[config.mk]
export PLATFORM = sky130hd
export DESIGN_NAME = composite_pipe_flat
export DESIGN_NICKNAME = d
export VERILOG_FILES = /design/src/rtl/composite_pipe_if.sv /design/src/rtl/composite_pipe.sv /design/src/flat_wrapper.sv
export SDC_FILE = /design/constraint.sdc
export NUM_CORES = 1
export LEC_CHECK = 0
export ABC_AREA = 1
export BUFFER_PORTS_ARGS = -buffer_cell sky130_fd_sc_hd__buf_2
export CORE_ASPECT_RATIO = 1.25
export CORE_MARGIN = 2
export CORE_UTILIZATION = 40
export DETAILED_ROUTE_END_ITERATION = 10
export HOLD_SLACK_MARGIN = 0.02
export PLACE_DENSITY = 0.59
export SLEW_MARGIN = 20
export SYNTH_ARGS = -nofsm -noshare
export SYNTH_HDL_FRONTEND = slang
export SYNTH_SLANG_ARGS = --single-unit
[constraint.sdc]
create_clock -name clk -period 1.35 [get_ports clk]
set_input_delay 0.0675 -clock clk [delete_from_list [all_inputs] [get_ports clk]]
set_output_delay 0.0675 -clock clk [all_outputs]
set_load 0.03 [all_outputs]
[src/rtl/composite_pipe_if.sv]
// Valid/ready stream bundle carrying one flattened composite item.
// The master drives data/valid and the slave answers with ready.
interface composite_pipe_if #(
    parameter int DW = 24
);
    logic [DW-1:0] data;
    logic          valid;
    logic          ready;

    modport master (output data, output valid, input ready);
    modport slave  (input data, input valid, output ready);
endinterface

[src/rtl/composite_pipe.sv]
// Elastic multi-stage pipeline register for composite items (e.g. RGB pixels)
// with per-stage valid/ready, bubble collapsing, synchronous flush and occupancy count.
module composite_pipe #(
    parameter int               CHANNELS          = 3,
    parameter int               WIDTH             = 8,
    parameter int               DEPTH             = 2,
    parameter logic [WIDTH-1:0] RESET_VALUE       = '0,
    parameter bit               FLUSH_CLEARS_DATA = 1'b0
) (
    input  logic                         clk,
    input  logic                         reset_n,
    input  logic                         i_flush,
    composite_pipe_if.slave              s_in,
    composite_pipe_if.master             m_out,
    output logic [$clog2(DEPTH+1)-1:0]   o_count
);
    localparam int DW = CHANNELS * WIDTH;
    localparam int CW = $clog2(DEPTH + 1);
    localparam logic [DW-1:0] RESET_WORD = {CHANNELS{RESET_VALUE}};

    logic [DW-1:0] r_data [DEPTH];
    logic [DEPTH-1:0] r_valid;
    logic [CW-1:0]    r_count;

    logic [DEPTH:0]   w_rdy;
    logic [DW-1:0]    w_prev_data [DEPTH];
    logic [DEPTH-1:0] w_prev_valid;
    logic             w_up;
    logic             w_dn;

    // A stage may load whenever it is empty or everything downstream of it moves;
    // this is what lets later items close up gaps left by idle input cycles.
    assign w_rdy[DEPTH] = m_out.ready;

    generate
        for (genvar gi = 0; gi < DEPTH; gi++) begin : g_stage
            assign w_rdy[gi] = !r_valid[gi] || w_rdy[gi+1];
            if (gi == 0) begin : g_head
                assign w_prev_data[gi]  = s_in.data;
                assign w_prev_valid[gi] = s_in.valid;
            end else begin : g_body
                assign w_prev_data[gi]  = r_data[gi-1];
                assign w_prev_valid[gi] = r_valid[gi-1];
            end
        end
    endgenerate

    assign s_in.ready  = w_rdy[0] && !i_flush;
    assign m_out.valid = r_valid[DEPTH-1];
    assign m_out.data  = r_data[DEPTH-1];
    assign o_count     = r_count;

    assign w_up = s_in.valid && s_in.ready;
    assign w_dn = r_valid[DEPTH-1] && m_out.ready;

    always_ff @(posedge clk or negedge reset_n) begin
        if (!reset_n) begin
            for (int i = 0; i < DEPTH; i++) begin
                r_data[i] <= RESET_WORD;
            end
            r_valid <= '0;
            r_count <= '0;
        end else if (i_flush) begin
            // Data is kept unless the instance asks for scrubbed registers on flush.
            r_valid <= '0;
            r_count <= '0;
            if (FLUSH_CLEARS_DATA) begin
                for (int i = 0; i < DEPTH; i++) begin
                    r_data[i] <= RESET_WORD;
                end
            end
        end else begin
            for (int i = 0; i < DEPTH; i++) begin
                if (w_rdy[i]) begin
                    r_data[i]  <= w_prev_data[i];
                    r_valid[i] <= w_prev_valid[i];
                end
            end
            if (w_up && !w_dn) begin
                r_count <= r_count + CW'(1);
            end else if (!w_up && w_dn) begin
                r_count <= r_count - CW'(1);
            end
        end
    end
endmodule

[src/flat_wrapper.sv]
// flat-port wrapper written by rule: the top's interface ports become plain ports
module composite_pipe_flat 
#(
    parameter int               CHANNELS          = 3,
    parameter int               WIDTH             = 8,
    parameter int               DEPTH             = 2,
    parameter logic [WIDTH-1:0] RESET_VALUE       = '0,
    parameter bit               FLUSH_CLEARS_DATA = 1'b0
)
  (clk, reset_n, i_flush, o_count, s_in_data, s_in_valid, s_in_ready, m_out_data, m_out_valid, m_out_ready);
  composite_pipe_if #(.DW(24)) s_in_i ();
  composite_pipe_if #(.DW(24)) m_out_i ();
  input  logic clk;
  input  logic reset_n;
  input  logic i_flush;
  output logic [$clog2(DEPTH+1)-1:0] o_count;
  input wire logic [$bits(s_in_i.data)-1:0] s_in_data;
  input wire logic [$bits(s_in_i.valid)-1:0] s_in_valid;
  output wire logic [$bits(s_in_i.ready)-1:0] s_in_ready;
  output wire logic [$bits(m_out_i.data)-1:0] m_out_data;
  output wire logic [$bits(m_out_i.valid)-1:0] m_out_valid;
  input wire logic [$bits(m_out_i.ready)-1:0] m_out_ready;
  assign s_in_i.data = s_in_data;
  assign s_in_i.valid = s_in_valid;
  assign s_in_ready = s_in_i.ready;
  assign m_out_data = m_out_i.data;
  assign m_out_valid = m_out_i.valid;
  assign m_out_i.ready = m_out_ready;
  composite_pipe #(.CHANNELS(CHANNELS), .WIDTH(WIDTH), .DEPTH(DEPTH), .RESET_VALUE(RESET_VALUE), .FLUSH_CLEARS_DATA(FLUSH_CLEARS_DATA)) u_core (.clk(clk), .reset_n(reset_n), .i_flush(i_flush), .s_in(s_in_i), .m_out(m_out_i), .o_count(o_count));
endmodule
==> metrics.md <==
| Metric | Value |
|---|---|
| Chip width | `71.56 um` |
| Leading cell types in the layout, fill and taps excluded | `nand2_1 (63), buf_2 (55), dfrtp_1 (51)` |
| Latest clock arrival within the worst-skew pair | `0.30 ns` |
| Seq pwr share | `52.1%` |
| Synth Cell Area | `2282 um^2` |
| Startpoint types | `register` |
| HPWL after DPL | `2615 um` |
| NetSw | `1.100 mW` |
| WP data arrival | `1.19 ns` |
| I/O pins | `57` |
| Cell depth of the worst flop-to-flop path | `5` |
| Final worst-path cycle share | `93.52%` |
| Drt total wl | `3965 um` |
| Top FF cell, synth | `dfrtp_1` |
| Final nets | `325` |
| Final instance area | `2826 um^2` |
| Buffers added on ports | `56` |
| Post-synthesis register bit count | `52` |
| CTS sink count | `52` |
| Die height | `88.45 um` |
| Top cells by area, synth | `dfrtp_1 (57%), nand2_1 (10%), buf_4 (9.5%), o21ai_2 (4.2%), o21ai_0 (4.2%)` |
| Least-Margin Pin Slew | `0.2776 ns` |
| Synth Area per Inst | `9.753 um^2` |
| P&R area growth vs syn | `23.85%` |
| Final Non-Filler Cells | `361` |
| Vias in the first global route | `1512` |
| Async S/R FF share, synth | `100.0%` |
| Worst Hold End | `u_core.r_valid[0]$_DFFE_PN0P_` |
| Worst Hold Depth | `3` |
| Final setup fails | `0` |
| Max clock buf depth | `2` |
| Most common cell after layout, fill and taps aside | `nand2_1` |
| Vias/cell | `4.435` |
| Ys Warns | `0` |
| H-tree level count | `2` |
| Num CTS Buffers | `5` |
| DRC violations left | `0` |
| Initial antenna violation count | `0` |
| Core area | `5480 um^2` |
| Placed insts | `327` |
| CTS root buf | `clkbuf_8` |
| Clock skew | `0.01367 ns` |
| Worst path slowest cell | `dfrtp_2` |
| Fin Setup TNS | `0 ns` |
| Routed len/inst | `10.98 um` |
| Congestion Overflow GR | `0` |
| Final hold vios | `0` |
| Clock Power Share | `24.8%` |
| RSZ-0062 raised after global routing | `false` |
| Critical path cell sequence | `nand3_2, nand2_4, inv_8, buf_6` |
| Hold_sp | `s_in_valid` |
| PD cells | `1238 nW/um^2` |
| Layout cells sized above 1 | `31.65%` |
| Status | `completed` |
| Pin count of the biggest net entering global routing | `53` |
| Hold/Removal Path Class | `primary input to register` |
| Max-slew violation count | `0` |
| Comb pwr share | `23.2%` |
| Post-route ant nets | `0` |
| First drt pass iteration count | `4` |
| Antenna Cells | `0` |
| Initial Util | `41.64%` |
| Worst setup startpoint | `u_core.r_valid[1]$_DFFE_PN0P_` |
| Placer Congestion | `0.7150` |
| Overall routing resource usage | `13.64%` |
| Num rows | `30` |
| Global-route wire length before repair | `6762 um` |
| Crit path required time | `1.28 ns` |
| CP max stage delay | `0.45 ns` |
| Fillers | `517` |
| Maximum vdd drop | `0.5373 mV` |
| Final min period | `1.262 ns` |
| Mapped Cells | `234` |
| Area after DPL | `2459 um^2` |
| Slew HR | `81.49%` |
| Post-synth EDFFs | `0` |
| Crit path max fanout | `9` |
| Pleak | `1.466 nW` |
| Netlist cell types | `21` |
| RR Startpoint | `u_core.r_valid[1]$_DFFE_PN0P_` |
| Register Area | `1303 um^2` |
| Max cap viols | `0` |
| Via count | `1601` |
| Critical path type | `register to output port` |
| Worst Path Buf+Inv | `2` |
| Reg2reg end | `u_core.m_out.data[22]$_DFFE_PN0P_` |
| CTS tree | `built` |
| Top-area cell type share of the netlist area | `57.02%` |
| Synthesized Nets | `263` |
| Internal | `2.400 mW` |
| Critical path capture point type | `output port` |
| Area used by multi-input combinational logic | `628.1 um^2` |
| DRT iter0 DRCs | `83` |
| Post-synthesis sequential area ratio | `57.02%` |
| Clock-pin slew on the worst setup and hold paths | `0.09 ns` |
| Die ar. | `6329 um^2` |
| Net Sw Frac | `31.44%` |
| Max Clock Freq | `0.7921 GHz` |
| Largest delay share family, worst path | `flip-flops` |
| Largest area contributor in the netlist | `dfrtp_1` |
| FF-to-FF setup slack | `0.14 ns` |
[flip-flops by register name (all words and copies together), names as in the netlist]
name,cells
u_core.r_valid,2
u_core.o_count,2
u_core.m_out.data,24
u_core.r_data,24
[per-layer routing]
metal / share of wire (%) / global-route usage (%) / vias to the layer above / routed length, um
li1: - / - / 823 / -
met1: 44 / 17.57 / 729 / 1760
met2: 49 / 21.89 / 40 / 1947
met3: 4.2 / 3.303 / 9 / 167
met4: 2.2 / 6.175 / 0 / 89
met5: 0 / 0 / - / 0
[stage by stage]
| stage | utilization [%] | power, mW | hold slack, ns | setup slack [ns] |
|---|---|---|---|---|
| 6_report | 51.58 | 3.500 | 0.06885 | 0.08752 |
| 5_1_grt | 51.58 | 3.708 | 0.08334 | 0.005014 |
| 3_5_place_dp | 44.86 | 2.609 | 0.08157 | 0.09695 |
| 4_1_cts | 51.30 | 3.544 | 0.05410 | 0.01172 |
| 3_3_place_gp | 44.86 | 2.595 | 0.08158 | 0.1256 |
| 2_1_floorplan | - | 2.502 | -0.2281 | 0.03617 |
[final cells by class]
type                       instances  area share [%]
timing repair buffer              87           21.69
inverter                          28           4.073
multi-input combinational        122           22.22
clock inverter                     3          0.6640
sequential                        52           46.08
clock buffer                       5           2.435
tap                               64           2.833
[worst max-delay path by stage]
stage                                                    to  cells after the start
after floorplan           u_core.m_out.data[19]$_DFFE_PN0P_                      6
after global placement    u_core.m_out.data[13]$_DFFE_PN0P_                      6
after detailed placement   u_core.m_out.data[9]$_DFFE_PN0P_                      7
after CTS                                        s_in_ready                      6
after global routing                             s_in_ready                      4
final                                            s_in_ready                      4
[synth_stat cells (3+ instances only)]
cell type   n
nand2_1    63
dfrtp_1    52
buf_4      29
inv_1      24
o21ai_0    19
o21ai_2    11
o21ai_1     9
nor2_1      5
inv_2       4
mux2_2      3
[logic make-up (layout without fill, tap and decap cells)]
logic type,Yosys count,after routing,share of synthesized area [%]
AND/OR/NAND/NOR,75,75,13.65
AO/OA/AOI/OAI,42,42,11.07
flip-flops,52,52,57.02
multiplexers,5,5,2.796
buffers and inverters,60,123,15.46
[worst register-to-register path, cell delays in order (launching register included)]
cell and delay (ns):
dfrtp_2 0.41, inv_2 0.04, nor2_2 0.13, inv_2 0.06
nand2_4 0.11, mux2_2 0.35
[what timing repair did]
item	in CTS	in global routing
endpoints found under the setup margin	1	9
hold buffers	26	0
endpoints found under the hold margin	78	0
resized for setup	2	5
setup buffers	0	0
pin swaps	0	0
[power by group through the flow]
stage	Clock (mW)	Combinational, mW	Sequential (mW)
floorplan	0	0.644	1.86
global placement	0	0.745	1.85
detailed placement	0	0.753	1.86
CTS	0.905	0.815	1.82
global route	0.974	0.889	1.85
finish	0.866	0.811	1.82
Note: power is estimated with default switching activity, not from simulation.
